## src/rtl/conv_event_fanout_if.sv

```systemverilog
// Event-in / FIFO-write-out bundle for conv_event_fanout.
// master: event source plus FIFO status; slave: the fan-out block.
interface conv_event_fanout_if #(
    parameter int unsigned CH_I_W = 8,
    parameter int unsigned CH_O_W = 7,
    parameter int unsigned POS_W  = 2,
    parameter int unsigned K      = 3,
    parameter int unsigned K_W    = 2
);
    localparam int unsigned DW    = CH_I_W + 2 * K_W + CH_O_W + 2 * POS_W;
    localparam int unsigned CNT_W = $clog2(K * K + 1);

    logic [CH_I_W-1:0] in_ch_i;
    logic [POS_W-1:0]  in_x;
    logic [POS_W-1:0]  in_y;
    logic [CH_O_W-1:0] in_ch_o;
    logic              in_valid;
    logic              in_ready;
    logic [DW-1:0]     out_data;
    logic              wr_en;
    logic              full;
    logic              done;
    logic              err;
    logic [CNT_W-1:0]  wr_cnt;

    modport master (
        output in_ch_i, in_x, in_y, in_ch_o, in_valid, full,
        input  in_ready, out_data, wr_en, done, err, wr_cnt
    );

    modport slave (
        input  in_ch_i, in_x, in_y, in_ch_o, in_valid, full,
        output in_ready, out_data, wr_en, done, err, wr_cnt
    );
endinterface

```

## src/rtl/conv_event_fanout.sv

```systemverilog
// Spike-event fan-out for a KxK stride-1 zero-padded convolution.
// One accepted event (ch_i, x, y, ch_o) is expanded into every (tap, output pixel)
// pair it reaches; each valid pair is written to the conv FIFO, one word per cycle.
module conv_event_fanout #(
    parameter int unsigned CH_I_W = 8,
    parameter int unsigned CH_O_W = 7,
    parameter int unsigned POS_W  = 2,
    parameter int unsigned IN_W   = 4,
    parameter int unsigned IN_H   = 4,
    parameter int unsigned K      = 3,
    parameter int unsigned K_W    = 2,
    parameter int unsigned PAD    = 1
) (
    input logic                clk,
    input logic                rst,
    conv_event_fanout_if.slave bus
);
    localparam int unsigned OUT_W = IN_W + 2 * PAD - K + 1;
    localparam int unsigned OUT_H = IN_H + 2 * PAD - K + 1;
    localparam int unsigned DW    = CH_I_W + 2 * K_W + CH_O_W + 2 * POS_W;
    localparam int unsigned CNT_W = $clog2(K * K + 1);
    // Signed width for output-pixel arithmetic; assumes POS_W + 2 > K_W.
    localparam int unsigned SW    = POS_W + 2;

    localparam logic signed [SW-1:0] PadS  = SW'(PAD);
    localparam logic signed [SW-1:0] OutWS = SW'(OUT_W);
    localparam logic signed [SW-1:0] OutHS = SW'(OUT_H);
    localparam logic [K_W-1:0]       KLast = K_W'(K - 1);

    typedef enum logic [0:0] {StIdle, StScan} state_e;

    state_e            state_q, state_d;
    logic [CH_I_W-1:0] ch_i_q, ch_i_d;
    logic [CH_O_W-1:0] ch_o_q, ch_o_d;
    logic [POS_W-1:0]  x_q, x_d;
    logic [POS_W-1:0]  y_q, y_d;
    logic [K_W-1:0]    kx_q, kx_d;
    logic [K_W-1:0]    ky_q, ky_d;
    logic [CNT_W-1:0]  cnt_q, cnt_d;
    logic [CNT_W-1:0]  wr_cnt_q, wr_cnt_d;
    logic              done_q, done_d;
    logic              err_q, err_d;

    logic signed [SW-1:0] ox_s, oy_s;
    logic                 cand_valid;
    logic                 in_oob;
    logic                 in_ready_c;
    logic                 wr_en_c;
    logic                 advance;

    // Candidate output pixel for the current tap and its bounds check.
    always_comb begin
        ox_s = $signed({2'b00, x_q}) + PadS - $signed({{(SW - K_W){1'b0}}, kx_q});
        oy_s = $signed({2'b00, y_q}) + PadS - $signed({{(SW - K_W){1'b0}}, ky_q});
        cand_valid = !ox_s[SW-1] && (ox_s < OutWS) && !oy_s[SW-1] && (oy_s < OutHS);
        in_oob = (int'(bus.in_x) >= int'(IN_W)) || (int'(bus.in_y) >= int'(IN_H));
    end

    // Next-state logic: accept in IDLE, one candidate tap per cycle in SCAN.
    always_comb begin
        state_d    = state_q;
        ch_i_d     = ch_i_q;
        ch_o_d     = ch_o_q;
        x_d        = x_q;
        y_d        = y_q;
        kx_d       = kx_q;
        ky_d       = ky_q;
        cnt_d      = cnt_q;
        wr_cnt_d   = wr_cnt_q;
        done_d     = 1'b0;
        err_d      = 1'b0;
        in_ready_c = 1'b0;
        wr_en_c    = 1'b0;
        advance    = 1'b0;
        unique case (state_q)
            StIdle: begin
                in_ready_c = 1'b1;
                if (bus.in_valid) begin
                    ch_i_d = bus.in_ch_i;
                    ch_o_d = bus.in_ch_o;
                    x_d    = bus.in_x;
                    y_d    = bus.in_y;
                    kx_d   = '0;
                    ky_d   = '0;
                    cnt_d  = '0;
                    if (in_oob) begin
                        err_d = 1'b1;
                    end else begin
                        state_d = StScan;
                    end
                end
            end
            StScan: begin
                wr_en_c = cand_valid && !bus.full;
                // A valid tap blocked by full is retried; invalid taps always move on.
                advance = !cand_valid || !bus.full;
                if (advance) begin
                    cnt_d = cnt_q + CNT_W'(wr_en_c);
                    if (ky_q == KLast) begin
                        ky_d = '0;
                        if (kx_q == KLast) begin
                            state_d  = StIdle;
                            done_d   = 1'b1;
                            wr_cnt_d = cnt_q + CNT_W'(wr_en_c);
                        end else begin
                            kx_d = kx_q + K_W'(1);
                        end
                    end else begin
                        ky_d = ky_q + K_W'(1);
                    end
                end
            end
            default: state_d = StIdle;
        endcase
    end

    // State register with synchronous reset; reset aborts any scan in flight.
    always_ff @(posedge clk) begin
        if (rst) begin
            state_q  <= StIdle;
            ch_i_q   <= '0;
            ch_o_q   <= '0;
            x_q      <= '0;
            y_q      <= '0;
            kx_q     <= '0;
            ky_q     <= '0;
            cnt_q    <= '0;
            wr_cnt_q <= '0;
            done_q   <= 1'b0;
            err_q    <= 1'b0;
        end else begin
            state_q  <= state_d;
            ch_i_q   <= ch_i_d;
            ch_o_q   <= ch_o_d;
            x_q      <= x_d;
            y_q      <= y_d;
            kx_q     <= kx_d;
            ky_q     <= ky_d;
            cnt_q    <= cnt_d;
            wr_cnt_q <= wr_cnt_d;
            done_q   <= done_d;
            err_q    <= err_d;
        end
    end

    // Handshake outputs are forced low while reset is held.
    assign bus.in_ready = in_ready_c && !rst;
    assign bus.wr_en    = wr_en_c && !rst;
    assign bus.done     = done_q;
    assign bus.err      = err_q;
    assign bus.wr_cnt   = wr_cnt_q;
    assign bus.out_data = DW'({ch_i_q, kx_q, ky_q, ch_o_q, ox_s[POS_W-1:0], oy_s[POS_W-1:0]});

endmodule

```

## src/flat_wrapper.sv

```systemverilog
// flat-port wrapper written by rule: the top's interface ports become plain ports
module conv_event_fanout_flat 
#(
    parameter int unsigned CH_I_W = 8,
    parameter int unsigned CH_O_W = 7,
    parameter int unsigned POS_W  = 2,
    parameter int unsigned IN_W   = 4,
    parameter int unsigned IN_H   = 4,
    parameter int unsigned K      = 3,
    parameter int unsigned K_W    = 2,
    parameter int unsigned PAD    = 1
)
  (clk, rst, bus_in_ch_i, bus_in_x, bus_in_y, bus_in_ch_o, bus_in_valid, bus_full, bus_in_ready, bus_out_data, bus_wr_en, bus_done, bus_err, bus_wr_cnt);
  conv_event_fanout_if #(.CH_I_W(CH_I_W), .CH_O_W(CH_O_W), .POS_W(POS_W), .K(K), .K_W(K_W)) bus_i ();
  input logic clk;
  input logic rst;
  input wire logic [$bits(bus_i.in_ch_i)-1:0] bus_in_ch_i;
  input wire logic [$bits(bus_i.in_x)-1:0] bus_in_x;
  input wire logic [$bits(bus_i.in_y)-1:0] bus_in_y;
  input wire logic [$bits(bus_i.in_ch_o)-1:0] bus_in_ch_o;
  input wire logic [$bits(bus_i.in_valid)-1:0] bus_in_valid;
  input wire logic [$bits(bus_i.full)-1:0] bus_full;
  output wire logic [$bits(bus_i.in_ready)-1:0] bus_in_ready;
  output wire logic [$bits(bus_i.out_data)-1:0] bus_out_data;
  output wire logic [$bits(bus_i.wr_en)-1:0] bus_wr_en;
  output wire logic [$bits(bus_i.done)-1:0] bus_done;
  output wire logic [$bits(bus_i.err)-1:0] bus_err;
  output wire logic [$bits(bus_i.wr_cnt)-1:0] bus_wr_cnt;
  assign bus_i.in_ch_i = bus_in_ch_i;
  assign bus_i.in_x = bus_in_x;
  assign bus_i.in_y = bus_in_y;
  assign bus_i.in_ch_o = bus_in_ch_o;
  assign bus_i.in_valid = bus_in_valid;
  assign bus_i.full = bus_full;
  assign bus_in_ready = bus_i.in_ready;
  assign bus_out_data = bus_i.out_data;
  assign bus_wr_en = bus_i.wr_en;
  assign bus_done = bus_i.done;
  assign bus_err = bus_i.err;
  assign bus_wr_cnt = bus_i.wr_cnt;
  conv_event_fanout #(.CH_I_W(CH_I_W), .CH_O_W(CH_O_W), .POS_W(POS_W), .IN_W(IN_W), .IN_H(IN_H), .K(K), .K_W(K_W), .PAD(PAD)) u_core (.clk(clk), .rst(rst), .bus(bus_i));
endmodule
```

## config.mk

```make
export PLATFORM = sky130hd
export DESIGN_NAME = conv_event_fanout_flat
export DESIGN_NICKNAME = d
export VERILOG_FILES = /design/src/rtl/conv_event_fanout_if.sv /design/src/rtl/conv_event_fanout.sv /design/src/flat_wrapper.sv
export SDC_FILE = /design/constraint.sdc
export NUM_CORES = 1
export LEC_CHECK = 0
export CORE_AREA = 4 4 59 83
export CTS_CLUSTER_DIAMETER = 100
export DETAILED_ROUTE_END_ITERATION = 12
export DIE_AREA = 0 0 63 87
export DONT_BUFFER_PORTS = 1
export SLEW_MARGIN = 20
export SYNTH_ARGS = -nofsm -noshare
export SYNTH_HDL_FRONTEND = slang
export SYNTH_SLANG_ARGS = --single-unit
```

## constraint.sdc

```tcl
create_clock -name clk -period 7.65 [get_ports clk]
set_input_delay 0.765 -clock clk [delete_from_list [all_inputs] [get_ports clk]]
set_output_delay 0.765 -clock clk [all_outputs]
set_load 0.1 [all_outputs]
```

==> run summary, run 1 <==
Number of port buffers -> 0
Clk slew on worst S/H paths -> 0.07 ns
DRT Pass-1 Iters -> 4
CTS H-tree depth -> 2
Data required time at the worst endpoint -> 6.88 ns
DP Wirelength -> 2560 um
Yosys reg bits -> 33
Ys Warns -> 0
Remaining DRCs -> 0
Slowest CP cell -> dfxtp_1
Post-Syn Area -> 1620 um^2
Tmin final -> 4.08 ns
Synthesized Nets -> 215
Worst setup margin -> 3.57 ns
Worst Setup Start Kind -> register
Gr usage total -> 14.5%
Unrepaired setup endpoints after global routing -> false
Setup TNS -> 0 ns
Crit share post-route -> 53.4%
Endpoints failing setup -> 0
Power Total -> 426 uW
Non-Filler Instances -> 226
Vias in the first global route -> 1347
Largest net degree at the start of global routing -> 45
Share of cells above drive strength 1 -> 9.94%
Crit path kind -> register to primary output
Detailed Route WL -> 3590 um
Dpl cells -> 218
Crit path arrival time -> 3.32 ns
DR vias -> 1239
Peak fanout along the critical path -> 6
Power Density -> 243 nW/um^2
CTS Sinks -> 33
First-pass GRT wire length -> 6220 um
TritonCTS Buffers -> 5
Antenna fix cells -> 0
Max-cap violations -> 0
Worst slew pin tran -> 1.14 ns
Iter 0 DRT Violations -> 64
Crit. End Element -> primary output
Max-slew violations -> 0
Max Buffers Root-to-Sink -> 2
Global route overflow -> 0
Status -> finished, final reports clean
Site Rows -> 28
Fmax -> 245 MHz
CTS tree -> built
Avg Inst Size Synth -> 8.96 um^2
Die width -> 63 um
Root Buffer -> clkbuf_8
Global placer's final weighted congestion -> 0.917
Post CTS Setup Buffer Count -> 0
Worst skew pair latency -> 0.28 ns
Delay of the slowest critical-path stage -> 1.05 ns
# hold bufs at CTS -> 0
Worst hold path class -> register to register
Clk_skew -> 0.00275 ns
Critical-path cell list -> inv_1 -> fa_1 -> nor3b_1 -> o22a_4 -> nand2_1 -> nor4_2 -> clkbuf_16
Worst VDD drop -> 0.0928 mV
Initial antenna violation count -> 0
Vert. Die Dim -> 87 um
Relative slew slack -> 23.6%
Post-place setup slack -> 3.87 ns
Starting density of the core -> 38.9%
Detail Route Antenna Nets -> 0
I/O pins -> 54
Area Growth Syn to Fin -> 8.18%
Netlist cell types -> 33
LEAKAGE -> 0.660 nW
Vias per cell -> 5.48
Syn Inst Count -> 181
Routed length per instance -> 15.9 um
Seq/Total Area, Yosys -> 40.7%
Post_cts resized -> 0
Final net count -> 214
Final hold violations -> 0
Core footprint -> 4170 um^2
Die area -> 5480 um^2
==> stage by stage <==
step / hold WS, ns / utilization, % / instance area (um^2)
after floorplan: 0.466 / - / 1620
after CTS: 0.499 / 42.1 / 1750
after global routing: 0.528 / 42.1 / 1750
after global placement: 0.481 / 40.2 / 1670
final: 0.493 / 42.1 / 1750
after detailed placement: 0.489 / 40.2 / 1670
==> placed cells by master (no fill, tap or decap) <==
master | netlist | layout
nor3_1 | 4 | 4
mux2_2 | 2 | 2
nor4_2 | 0 | 1
nor2_1 | 4 | 3
a31oi_1 | 1 | 1
a31o_4 | 1 | 1
nor3b_1 | 6 | 6
nand4b_1 | 1 | 1
ha_1 | 7 | 7
mux2_4 | 3 | 3
inv_1 | 8 | 8
fa_1 | 4 | 4
nor2b_1 | 4 | 3
or3_1 | 2 | 2
nand3_1 | 1 | 1
clkbuf_8 | 0 | 5
nand2_1 | 41 | 41
conb_1 | 1 | 1
nand3b_1 | 2 | 2
o32ai_1 | 1 | 1
clkbuf_16 | 0 | 1
nand2b_1 | 9 | 9
o21bai_1 | 2 | 2
mux2i_1 | 6 | 6
xnor2_1 | 2 | 2
nor2b_2 | 0 | 1
xor2_1 | 1 | 1
a21oi_1 | 22 | 22
a31oi_4 | 1 | 1
o22a_4 | 1 | 1
clkbuf_1 | 5 | 3
nor2_2 | 1 | 2
dfxtp_1 | 33 | 33
==> synthesized netlist by cell type <==
cell type / instances / area [um^2]
a21oi_1: 22 / 110
a31o_4: 1 / 17.5
a31oi_1: 1 / 6.26
a31oi_4: 1 / 21.3
buf_1: 1 / 3.75
buf_2: 2 / 10.0
buf_4: 1 / 7.51
clkbuf_1: 5 / 18.8
conb_1: 1 / 3.75
dfxtp_1: 33 / 661
fa_1: 4 / 80.1
ha_1: 7 / 87.6
inv_1: 8 / 30.0
mux2_2: 2 / 22.5
mux2_4: 3 / 45.0
mux2i_1: 6 / 60.1
nand2_1: 41 / 154
nand2b_1: 9 / 56.3
nand3_1: 1 / 5.00
nand3b_1: 2 / 15.0
nand4b_1: 1 / 8.76
nor2_1: 4 / 15.0
nor2_2: 1 / 6.26
nor2b_1: 4 / 25.0
nor3_1: 4 / 20.0
nor3b_1: 6 / 45.0
nor4_1: 1 / 6.26
o21bai_1: 2 / 15.0
o22a_4: 1 / 17.5
o32ai_1: 1 / 8.76
or3_1: 2 / 12.5
xnor2_1: 2 / 17.5
xor2_1: 1 / 8.76
==> cell families after synthesis <==
logic type,after synthesis,share of synthesized area (%)
other,1,0.231
AO/OA/AOI/OAI,29,12.1
XOR/XNOR,3,1.62
buffers and inverters,17,4.32
multiplexers,11,7.87
AND/OR/NAND/NOR,76,22.8
adder cells (fa/ha/maj),11,10.3
flip-flops,33,40.7
==> sequential cells by signal, indices dropped and copies added, names as in the netlist <==
name               count
u_core.bus.done        1
u_core.cnt_q           4
u_core.bus.wr_cnt      4
u_core.x_q             2
u_core.ch_i_q          8
u_core.ky_q            2
u_core.state_q         1
u_core.ch_o_q          7
u_core.y_q             2
u_core.kx_q            2
==> worst paths after layout <==
path	cells past startpoint	from	end	slack, ns
max	7	u_core.ky_q[1]$_SDFFE_PP0P_	bus_wr_en	3.57
min	2	u_core.y_q[1]$_SDFFE_PP0P_	u_core.y_q[1]$_SDFFE_PP0P_	0.49
max reg2reg	11	u_core.ky_q[1]$_SDFFE_PP0P_	u_core.bus.wr_cnt[2]$_SDFFE_PP0P_	4.06
min reg2reg	2	u_core.y_q[1]$_SDFFE_PP0P_	u_core.y_q[1]$_SDFFE_PP0P_	0.49
==> worst max-delay path, delay by kind of cell (launching register included) <==
| family | cells | cell delay [ns] |
|---|---|---|
| simple gates | 3 | 0.60 |
| compound gates | 1 | 0.24 |
| fa+ha+maj | 1 | 0.61 |
| buf+inv | 2 | 0.55 |
| flops | 1 | 1.05 |
==> report_power, final <==
part	internal (mW)	switching, mW	total, mW
registers	0.179	0.0478	0.227
clock network	0.0646	0.0597	0.124
logic	0.0208	0.0540	0.0748
total	0.265	0.162	0.426
==> area by class of cell <==
class / instances / area (um^2)
Tap cell: 45 / 56.3
Fill cell: 428 / 2410
Clock buffer: 8 / 80.1
Timing Repair Buffer: 1 / 25.0
Multi-Input combinational cell: 131 / 902
Inverter: 8 / 30.0
Sequential cell: 33 / 661
==> metal layers <==
layer | vias up | GRT usage, % | wire length, um
li1 | 596 | - | -
met1 | 582 | 14.6 | 1360
met2 | 53 | 25.5 | 1800
met3 | 8 | 6.20 | 356
met4 | 0 | 7.43 | 74
met5 | - | 0 | 0
Note: power is estimated with default switching activity, not from simulation.
==> run 2: changes to the inputs <==
==> constraint.sdc (replaced) <==
create_clock -name clk -period 4.05 [get_ports clk]
set_input_delay 0.405 -clock clk [delete_from_list [all_inputs] [get_ports clk]]
set_output_delay 0.405 -clock clk [all_outputs]
set_load 0.1 [all_outputs]
==> run summary, run 2 (synthesis results as in run 1) <==
Sequential share of power -> 50.2%
Peak fanout along the critical path -> 6
Net Sw Frac -> 36.8%
I/O pins -> 54
Vert. Die Dim -> 87 um
Root Buffer -> clkbuf_8
Net Switching -> 301 uW
First-pass GRT wire length -> 5900 um
Delay of the slowest critical-path stage -> 0.54 ns
Clk_skew -> 0.00666 ns
Fmax -> 324 MHz
Final net count -> 221
Clk slew on worst S/H paths -> 0.07 ns
DP Wirelength -> 2590 um
Post CTS Setup Buffer Count -> 0
Commonest cells after routing, fill and taps aside -> 41 x nand2_1, 33 x dfxtp_1, 22 x a21oi_1
Routed length per instance -> 15.0 um
Global route overflow -> 0
Crit share post-route -> 76.3%
Max-slew violations -> 0
Power Density -> 454 nW/um^2
Area Growth Syn to Fin -> 11.1%
Share of cells above drive strength 1 -> 13.4%
Gr usage total -> 13.8%
TritonCTS Buffers -> 5
Remaining DRCs -> 0
Detailed Route WL -> 3480 um
Die width -> 63 um
Core footprint -> 4170 um^2
Relative slew slack -> 28.6%
Endpoints failing setup -> 0
CTS Sinks -> 33
Number of port buffers -> 0
Worst skew pair latency -> 0.28 ns
Largest regs -> u_core.ch_i_q x8, u_core.ch_o_q x7
Non-Filler Cell Area, Final -> 1800 um^2
Vias per cell -> 5.31
Max-cap violations -> 0
CTS tree -> built
Die area -> 5480 um^2
Max Buffers Root-to-Sink -> 2
Post_cts resized -> 0
Antenna fix cells -> 0
Critical-path cell list -> buf_4 -> inv_1 -> fa_1 -> nor3b_1 -> o22a_4 -> nand2_1 -> nor4_4 -> buf_4
Largest net degree at the start of global routing -> 45
CP most frequent cell -> buf_4
Data required time at the worst endpoint -> 3.64 ns
Final hold violations -> 0
Setup TNS -> 0 ns
Crit path arrival time -> 2.68 ns
Worst slew pin tran -> 1.07 ns
Clk network pwr share -> 29.7%
Iter 0 DRT Violations -> 25
Starting density of the core -> 38.9%
LEAKAGE -> 0.697 nW
Initial antenna violation count -> 0
Area post-placement -> 1720 um^2
CTS H-tree depth -> 2
Global placer's final weighted congestion -> 0.848
Worst VDD drop -> 0.294 mV
Detail Route Antenna Nets -> 0
Int Power -> 516 uW
Most common cell after layout, fill and taps aside -> nand2_1
Unrepaired setup endpoints after global routing -> false
DRT Pass-1 Iters -> 4
DR vias -> 1233
Gate power share -> 20.1%
Worst hold path class -> primary input to register
Slowest CP cell -> fa_1
Tmin final -> 3.09 ns
Reg with most FFs -> u_core.ch_i_q
Worst Setup Start Kind -> register
# hold bufs at CTS -> 0
Largest register FFs -> 8
Vias in the first global route -> 1326
Crit path kind -> register to primary output
Final Core Density -> 43.2%
Crit. End Element -> primary output
Site Rows -> 28
Status -> finished, final reports clean
-- run 2: cell count changes in the layout (fill, tap and decap cells not counted) --
| cell | before | now |
|---|---|---|
| buf_4 | 0 | 8 |
| clkbuf_1 | 3 | 1 |
| clkbuf_16 | 1 | 0 |
| clkbuf_8 | 5 | 6 |
| nor2b_1 | 3 | 4 |
| nor2b_2 | 1 | 0 |
| nor4_2 | 1 | 0 |
| nor4_4 | 0 | 1 |
-- run 2: metal layers --
layer | track usage (%) | vias up | share of wire, % | wire [um]
met5 | 0 | - | 0 | 0
met4 | 7.83 | 0 | 2.3 | 80
met2 | 24.4 | 41 | 51 | 1790
li1 | - | 609 | - | -
met1 | 14.0 | 576 | 38 | 1310
met3 | 5.17 | 7 | 8.8 | 305
-- run 2: stage by stage --
| stage | instances | power, mW | hold slack (ns) | setup WS [ns] |
|---|---|---|---|---|
| 2_1_floorplan | 181 | 0.564 | 0.466 | 0.322 |
| 3_3_place_gp | 225 | 0.580 | 0.473 | 1.22 |
| 3_5_place_dp | 225 | 0.583 | 0.482 | 1.12 |
| 4_1_cts | 232 | 0.834 | 0.176 | 0.930 |
| 5_1_grt | 232 | 0.854 | 0.177 | 0.822 |
| 6_report | 232 | 0.817 | 0.195 | 0.961 |
-- run 2: layout make-up --
class                      instances  area (um^2)
sequential                        33          661
inverter                           8         30.0
fill                             434         2370
clock buffer                       7         86.3
multi-input combinational        131          908
timing repair buffer               8         60.1
tap                               45         56.3
-- run 2: worst max-delay path: cells and delay by family, from the launching register on --
kind	cells	cell delay (ns)
adders and majority gates	1	0.54
and+or+nand+nor	3	0.53
DFF	1	0.31
AOI/OAI and AO/OA	1	0.24
buffers and inverters	3	0.78
-- run 2: path summary, 6_finish.rpt --
| check | startpoint | to | slack, ns | depth (start not counted) |
|---|---|---|---|---|
| worst max-delay path | u_core.kx_q[1]$_SDFFE_PP0P_ | bus_wr_en | 0.96 | 8 |
| worst min-delay path | rst | u_core.ch_o_q[6]$_SDFFE_PP0P_ | 0.19 | 1 |
| worst max register to register | u_core.kx_q[1]$_SDFFE_PP0P_ | u_core.bus.wr_cnt[2]$_SDFFE_PP0P_ | 1.13 | 12 |
| worst min register to register | u_core.y_q[1]$_SDFFE_PP0P_ | u_core.y_q[1]$_SDFFE_PP0P_ | 0.49 | 2 |
-- run 2: power by group through the flow --
stage          Combinational (mW)  Clock (mW)  Sequential [mW]
2_1_floorplan               0.132           0            0.432
3_3_place_gp                0.163           0            0.417
3_5_place_dp                0.165           0            0.418
4_1_cts                     0.166       0.257            0.411
5_1_grt                     0.177       0.266            0.412
6_report                    0.164       0.243            0.410
